<file path="src/rtl/gcd_arbiter.sv">
// Round-robin arbiter that shares one GCD unit among NUM_REQ requesters, one transaction at a time.
// Optional macro GCD_ARB_ZERO_BYPASS_EN answers zero-operand pairs directly, without the GCD unit.
module gcd_arbiter #(
  parameter int NUM_REQ = 4,
  parameter int WIDTH   = 16
) (
  input  logic                         clk,
  input  logic                         reset,
  input  logic [NUM_REQ-1:0]           req_valid,
  input  logic [2*WIDTH*NUM_REQ-1:0]   req_data,
  output logic [NUM_REQ-1:0]           req_ready,
  output logic [NUM_REQ-1:0]           rsp_valid,
  output logic [WIDTH-1:0]             rsp_data,
  input  logic [NUM_REQ-1:0]           rsp_ready,
  output logic                         gcd_in_valid,
  output logic [2*WIDTH-1:0]           gcd_in_data,
  input  logic                         gcd_in_ready,
  input  logic                         gcd_out_valid,
  input  logic [WIDTH-1:0]             gcd_out_data,
  output logic                         busy,
  output logic [$clog2(NUM_REQ)-1:0]   owner
);

  localparam int IDX_W = $clog2(NUM_REQ);
  localparam logic [NUM_REQ-1:0] ONE_HOT0 = NUM_REQ'(1);

  typedef enum logic [1:0] {
    S_IDLE  = 2'd0,
    S_ISSUE = 2'd1,
    S_WAIT  = 2'd2,
    S_RESP  = 2'd3
  } state_t;

  state_t             r_state;
  state_t             w_next_state;
  logic [IDX_W-1:0]   r_last_grant;
  logic [IDX_W-1:0]   r_owner;
  logic [2*WIDTH-1:0] r_ops;
  logic [WIDTH-1:0]   r_result;

  logic [2*WIDTH-1:0] w_slices [NUM_REQ];
  logic [2*WIDTH-1:0] w_sel;
  logic [IDX_W-1:0]   w_winner;
  logic [IDX_W-1:0]   w_idx;
  logic               w_any;
  logic               w_accept;
  logic               w_bypass;

  genvar gi;
  generate
    for (gi = 0; gi < NUM_REQ; gi++) begin : g_slice
      assign w_slices[gi] = req_data[gi*2*WIDTH +: 2*WIDTH];
    end
  endgenerate

  assign w_sel = w_slices[w_winner];

`ifdef GCD_ARB_ZERO_BYPASS_EN
  logic [WIDTH-1:0] w_hi;
  logic [WIDTH-1:0] w_lo;
  assign w_hi     = w_sel[2*WIDTH-1:WIDTH];
  assign w_lo     = w_sel[WIDTH-1:0];
  assign w_bypass = (w_hi == '0) || (w_lo == '0);
`else
  assign w_bypass = 1'b0;
`endif

  // Round-robin search: scanning from farthest to nearest lets the nearest requester after last_grant win.
  always_comb begin
    w_winner = '0;
    w_any    = 1'b0;
    w_idx    = '0;
    for (int k = NUM_REQ; k >= 1; k--) begin
      w_idx = r_last_grant + IDX_W'(k);
      if (req_valid[w_idx]) begin
        w_winner = w_idx;
        w_any    = 1'b1;
      end else begin
        w_any    = w_any;
      end
    end
  end

  // Next-state and handshake outputs.
  always_comb begin
    w_next_state = r_state;
    w_accept     = 1'b0;
    req_ready    = '0;
    rsp_valid    = '0;
    gcd_in_valid = 1'b0;
    busy         = 1'b1;
    case (r_state)
      S_IDLE: begin
        busy = 1'b0;
        if (w_any && !reset) begin
          w_accept     = 1'b1;
          req_ready    = ONE_HOT0 << w_winner;
          w_next_state = w_bypass ? S_RESP : S_ISSUE;
        end else begin
          w_next_state = S_IDLE;
        end
      end
      S_ISSUE: begin
        gcd_in_valid = 1'b1;
        if (gcd_in_ready) begin
          w_next_state = S_WAIT;
        end else begin
          w_next_state = S_ISSUE;
        end
      end
      S_WAIT: begin
        if (gcd_out_valid) begin
          w_next_state = S_RESP;
        end else begin
          w_next_state = S_WAIT;
        end
      end
      S_RESP: begin
        rsp_valid = ONE_HOT0 << r_owner;
        if (rsp_ready[r_owner]) begin
          w_next_state = S_IDLE;
        end else begin
          w_next_state = S_RESP;
        end
      end
      default: begin
        busy         = 1'b0;
        w_next_state = S_IDLE;
      end
    endcase
  end

  // State, grant history, latched operands and result register.
  always_ff @(posedge clk or posedge reset) begin
    if (reset) begin
      r_state      <= S_IDLE;
      r_last_grant <= IDX_W'(NUM_REQ - 1);
      r_owner      <= '0;
      r_ops        <= '0;
      r_result     <= '0;
    end else begin
      r_state <= w_next_state;
      if (w_accept) begin
        r_owner <= w_winner;
        r_ops   <= w_sel;
      end
      if (r_state == S_WAIT && gcd_out_valid) begin
        r_result <= gcd_out_data;
      end
`ifdef GCD_ARB_ZERO_BYPASS_EN
      else if (w_accept && w_bypass) begin
        r_result <= w_hi | w_lo;
      end
`endif
      if (r_state == S_RESP && rsp_ready[r_owner]) begin
        r_last_grant <= r_owner;
      end
    end
  end

  assign gcd_in_data = r_ops;
  assign rsp_data    = r_result;
  assign owner       = r_owner;

endmodule

</file>
<file path="config.mk">
export PLATFORM = sky130hd
export DESIGN_NAME = gcd_arbiter
export DESIGN_NICKNAME = d
export VERILOG_FILES = /design/src/rtl/gcd_arbiter.sv
export SDC_FILE = /design/constraint.sdc
export NUM_CORES = 1
export LEC_CHECK = 0
export ABC_AREA = 0
export CAP_MARGIN = 20
export CORE_MARGIN = 2
export CORE_UTILIZATION = 25
export DETAILED_ROUTE_END_ITERATION = 12
export HOLD_SLACK_MARGIN = 0.06
export PLACE_DENSITY = 0.56
export SYNTH_ARGS = -nofsm -noshare
export SYNTH_HDL_FRONTEND = slang
export SYNTH_SLANG_ARGS = --single-unit
</file>
<file path="constraint.sdc">
create_clock -name clk -period 2.73 [get_ports clk]
set_input_delay 0.546 -clock clk [delete_from_list [all_inputs] [get_ports clk]]
set_output_delay 0.546 -clock clk [all_outputs]
set_load 0.03 [all_outputs]
</file>
[After elaboration in Yosys (flattened, before gate mapping)]
Cells that the tools add are included.
Operators by class
  add/subtract/negate cells: 3
  multiply operators: 0
  div/mod/pow operators: 0
  $lt $le $gt $ge: 6
  equal/unequal tests: 3
  shift-type cells: 2
  multiplexer cells: 33
  bitwise logic cells: 1
  reductions and logical operators: 5
Operators by type and width (count)
  binary-select mux 32 bit (select 2 bit): 1
  two-way mux 32 bit: 2
  < comparator 2 x 3 -> 1 bit (second input constant): 5
  two-way mux 1 bit: 15
  two-way mux 2 bit: 6
  two-way mux 4 bit: 3
  binary-select mux 1 bit (select 2 bit): 5
  case mux 2 bit (4 select lines): 1
  << shifter 1 x 2 -> 4 bit (first input constant): 2
  adder 2 bit (second input constant): 2
  == test 2 bit (second input constant): 2
  >= comparator 3 bit (second input constant): 1
  logical AND 1 bit: 3
  inverter 2 -> 3 bit: 1
  adder 2 x 1 -> 2 bit (second input constant): 1
  == test 2 x 1 -> 1 bit (second input constant): 1
  logical NOT 2 bit: 1
  logical NOT 1 bit: 1
Word-level totals
  register bits: 54
  latch bits: 0
  RAM bits: 0
  ROM bits: 0
  word-level logic and storage cells: 58
  memories kept: 0

[Longest topological paths before layout]
  word-level depth: 10
  depth in mapped cells: 8

[Worst setup path before layout]
OpenSTA, ideal clock, no wires.
  kind: register to output
  start point: register r_state[1]
  end point: output port req_ready[2]
  arrival time: 1.899 ns
  data required time: 2.184 ns
  setup slack: 0.285 ns
  stages on the path, launching flop included: 8
  cells stage by stage: dfrtp_1 -> buf_6 -> or2_1 -> nor3_2 -> buf_4 -> nand3_4 -> buf_4 -> nor2_1
On the way
  cells in the longest elaborated chain, start to end: 2
RTL lines
  start, declared: line 34  | state_t r_state;
  start signal, assigned: line 142  | r_state <= w_next_state;
  logical NOT 2 bit: line 92  | case (r_state)
  two-way mux 4 bit: line 92
  end, declared: line 11  | output logic [NUM_REQ-1:0] req_ready,
Every way passes these cells.

[Worst setup path after layout]
  start point: input port req_valid[1]
  end point: output port req_ready[1]
On the way
  cells in the longest elaborated chain, start to end: 9
  elaborated cells between the ends (all ways): 20
RTL lines
  start, declared: line 9  | input logic [NUM_REQ-1:0] req_valid,
  binary-select mux 1 bit (select 2 bit): line 75  | if (req_valid[w_idx]) begin
  two-way mux 1 bit (not written as such): line 75
  two-way mux 2 bit / two-way mux 1 bit (equally long branches) (4 in a row): line 75
  << shifter 1 x 2 -> 4 bit / logical AND 1 bit (equally long branches): line 97, 95
  two-way mux 4 bit *: line 95  | if (w_any && !reset) begin
  two-way mux 4 bit *: line 92
Every way passes the cells marked *; elsewhere a longest branch is shown, timed or not. The select of a mux whose other input is x is not followed.

==> metrics.txt <==
final RePlAce weighted congestion=0.769; GRT Util Overall=16.8%; # DRC=0; Crit. path cell count=6; Finish-stage setup viols=0; post-CTS setup buffer count=0; H-tree depth=2; Detailed Routing Iterations Pass 1=4; drt via density=4.73; Crit. Startpoint=req_valid[1]; root buffer selected by CTS=clkbuf_16; CP peak stage delay=0.58 ns; Final Util=44.8%; #FFs+latches synth=54; Final Cycle Share=96.2%; Clock Pin Slew Worst Setup and Hold Paths=0.07 ns; status=finished clean; core area=13200 um2; Worst setup SP type=primary input; Initial Util=25.4%; largest net degree at the start of global routing=36; CTS sink count=54; max-slew violation total from the final report=0; routed via count=3313; die area=14300 um2; hold depth=1; P_leak=2.30 nW; WP data arrival=2.08 ns; Unique masters post-synth=40; Clock Tree Buf Depth=2; Buf/Inv on CP=2; Slew @ Worst Pin=0.458 ns; P&R area growth vs syn=76.1%; DIE WIDTH=120 um; Die Height=120 um; Worst slew margin=69.4%; syn_area_per_cell=10.7 um2; first-pass GRT wire length=19100 um; max-cap viol count=0; r2r startpoint=r_state[1]$_DFF_PP0_; dpl hpwl=9400 um; dpl ws=0.0476 ns; CP Capture Type=primary output; CTS tree=built; # IOs=216; Worst Hold Class=flop to flop; FMAX=381 MHz; Yosys Warn Count=0; Routed Antenna Nets=0; Post-Layout Inst Area=5900 um2; post-synthesis cell area=3350 um2; kind of cell adding the most delay to the critical path=buffers and inverters; Post-Syn Nets=468; ANT cells=0; Reg2Reg Depth=5; most frequent cells in the layout=211 x clkdlybuf4s50_1, 52 x dfrtp_1, 44 x a211oi_1; post-route setup slack=0.105 ns; initial antenna violation count=0; Power Total=5.73 mW; Synth Instances=312; PD cells=971 nW/um2; NumNets Final=680; Seq/Total Area, Yosys=40.4%; Period minus WS final=2.63 ns; Hold Fails Final Rpt=0; GRT overflow=0; CP max FO=5; most common cell after layout, fill and taps aside=clkdlybuf4s50_1; layout cell share with drive strength beyond 1=13.9%; Peak VDD IR=0.294 mV; mean routed wirelength per cell=17.3 um; Site Rows=42; Crit-path slowest cell=clkdlybuf4s50_1; crit-path cells=clkdlybuf4s50_1 -> nor4_2 -> nor3_4 -> a21boi_4 -> and2_1 -> buf_12; Area after DPL=5700 um2; required time worst endpoint=2.18 ns; Worst Hold Launch=rsp_data[15]$_DFFE_PP0P_; critical path class=primary input to primary output; Reg2Reg Setup Slack=0.88 ns; Worst Clk Skew=0.00673 ns; 1st-iter DRT viols=135; final wirelength=12100 um; Inserted Clock Buffers=5; port bufs=215; Worst-Skew Late Latency=0.29 ns; vias in the first global route=3560
[cells in the mapped netlist]
cell | count | area [um2]
dfrtp_1 | 52 | 1300
a211oi_1 | 44 | 330
nor2_1 | 37 | 139
and4_1 | 32 | 280
mux2i_1 | 32 | 320
mux2_2 | 16 | 180
a211oi_2 | 14 | 175
buf_2 | 10 | 50.1
inv_1 | 10 | 37.5
clkbuf_1 | 9 | 33.8
o21ai_0 | 5 | 25.0
nand2_1 | 4 | 15.0
nand2b_1 | 4 | 25.0
a21oi_1 | 3 | 15.0
a31oi_1 | 3 | 18.8
and2_1 | 3 | 18.8
buf_12 | 3 | 60.1
buf_6 | 3 | 33.8
o221ai_1 | 3 | 26.3
buf_4 | 2 | 15.0
dfstp_2 | 2 | 52.6
nand3_1 | 2 | 10.0
nor3_1 | 2 | 10.0
a21bo_4 | 1 | 16.3
a21boi_2 | 1 | 11.3
a21o_2 | 1 | 8.76
a221o_1 | 1 | 10.0
and3_4 | 1 | 11.3
buf_8 | 1 | 15.0
mux4_2 | 1 | 22.5
nand3_4 | 1 | 17.5
nand3b_1 | 1 | 7.51
nor2b_1 | 1 | 6.26
nor3_2 | 1 | 10.0
nor4_1 | 1 | 6.26
o211ai_1 | 1 | 7.51
o21ai_1 | 1 | 5.00
o21ai_2 | 1 | 8.76
o22a_1 | 1 | 8.76
or2_1 | 1 | 6.26
[registers in the layout, indices dropped and copies added, names as in the netlist]
register and cells:
gcd_in_data 32, rsp_data 16, owner 2, r_last_grant 2
r_state 2
[metal layers]
metal  share of wire, %  wire (um)  track usage, %
met1                 41       4950            19.8
met2                 51       6140            30.9
met3                7.5        912            4.23
met4               0.97        117            3.01
met5                  0          0               0
[final timing paths]
kind                                               end
min in group asynchronous  gcd_in_data[31]$_DFFE_PP0P_
hold / removal                rsp_data[15]$_DFFE_PP0P_
max in group asynchronous  r_last_grant[1]$_DFFE_PP1P_
hold reg to reg               rsp_data[15]$_DFFE_PP0P_
setup reg to reg           gcd_in_data[14]$_DFFE_PP0P_
setup / recovery                          req_ready[1]
[kinds of logic after synthesis]
family / count (synthesis) / share of synthesized area, %
AND/OR/NAND/NOR: 91 / 16.8
buffers and inverters: 38 / 7.32
AO/OA/AOI/OAI: 80 / 19.9
flip-flops: 54 / 40.4
multiplexers: 49 / 15.6
[cell type report]
cell class / count / area (um2)
timing repair buffer: 233 / 2310
multi-input combinational: 220 / 1780
clock inverter: 2 / 60.1
tap: 176 / 220
inverter: 10 / 37.5
clock buffer: 6 / 139
fill: 1258 / 7290
sequential: 54 / 1350
[power breakdown]
| group | internal, mW | switching (mW) | leakage, nW | total, mW |
|---|---|---|---|---|
| Clock | 0.551 | 0.299 | 0.0971 | 0.850 |
| Combinational | 1.55 | 1.87 | 1.59 | 3.41 |
| Sequential | 1.21 | 0.256 | 0.613 | 1.47 |
| Total | 3.31 | 2.42 | 2.30 | 5.73 |
[repair_timing]
action | 4_1_cts | 5_1_grt
gates resized for setup | 0 | 1
hold buffers | 0 | 0
setup endpoints to repair | 0 | 2
[through the flow]
| stage | instances | hold slack (ns) | setup TNS [ns] |
|---|---|---|---|
| 4_1_cts | 701 | 0.510 | 0 |
| 3_5_place_dp | 693 | 0.493 | 0 |
| 3_3_place_gp | 693 | 0.484 | 0 |
| 2_1_floorplan | 312 | 0.460 | 0 |
| 6_report | 701 | 0.506 | 0 |
| 5_1_grt | 701 | 0.518 | -0.00414 |
Power figures use the tool's default switching activity.
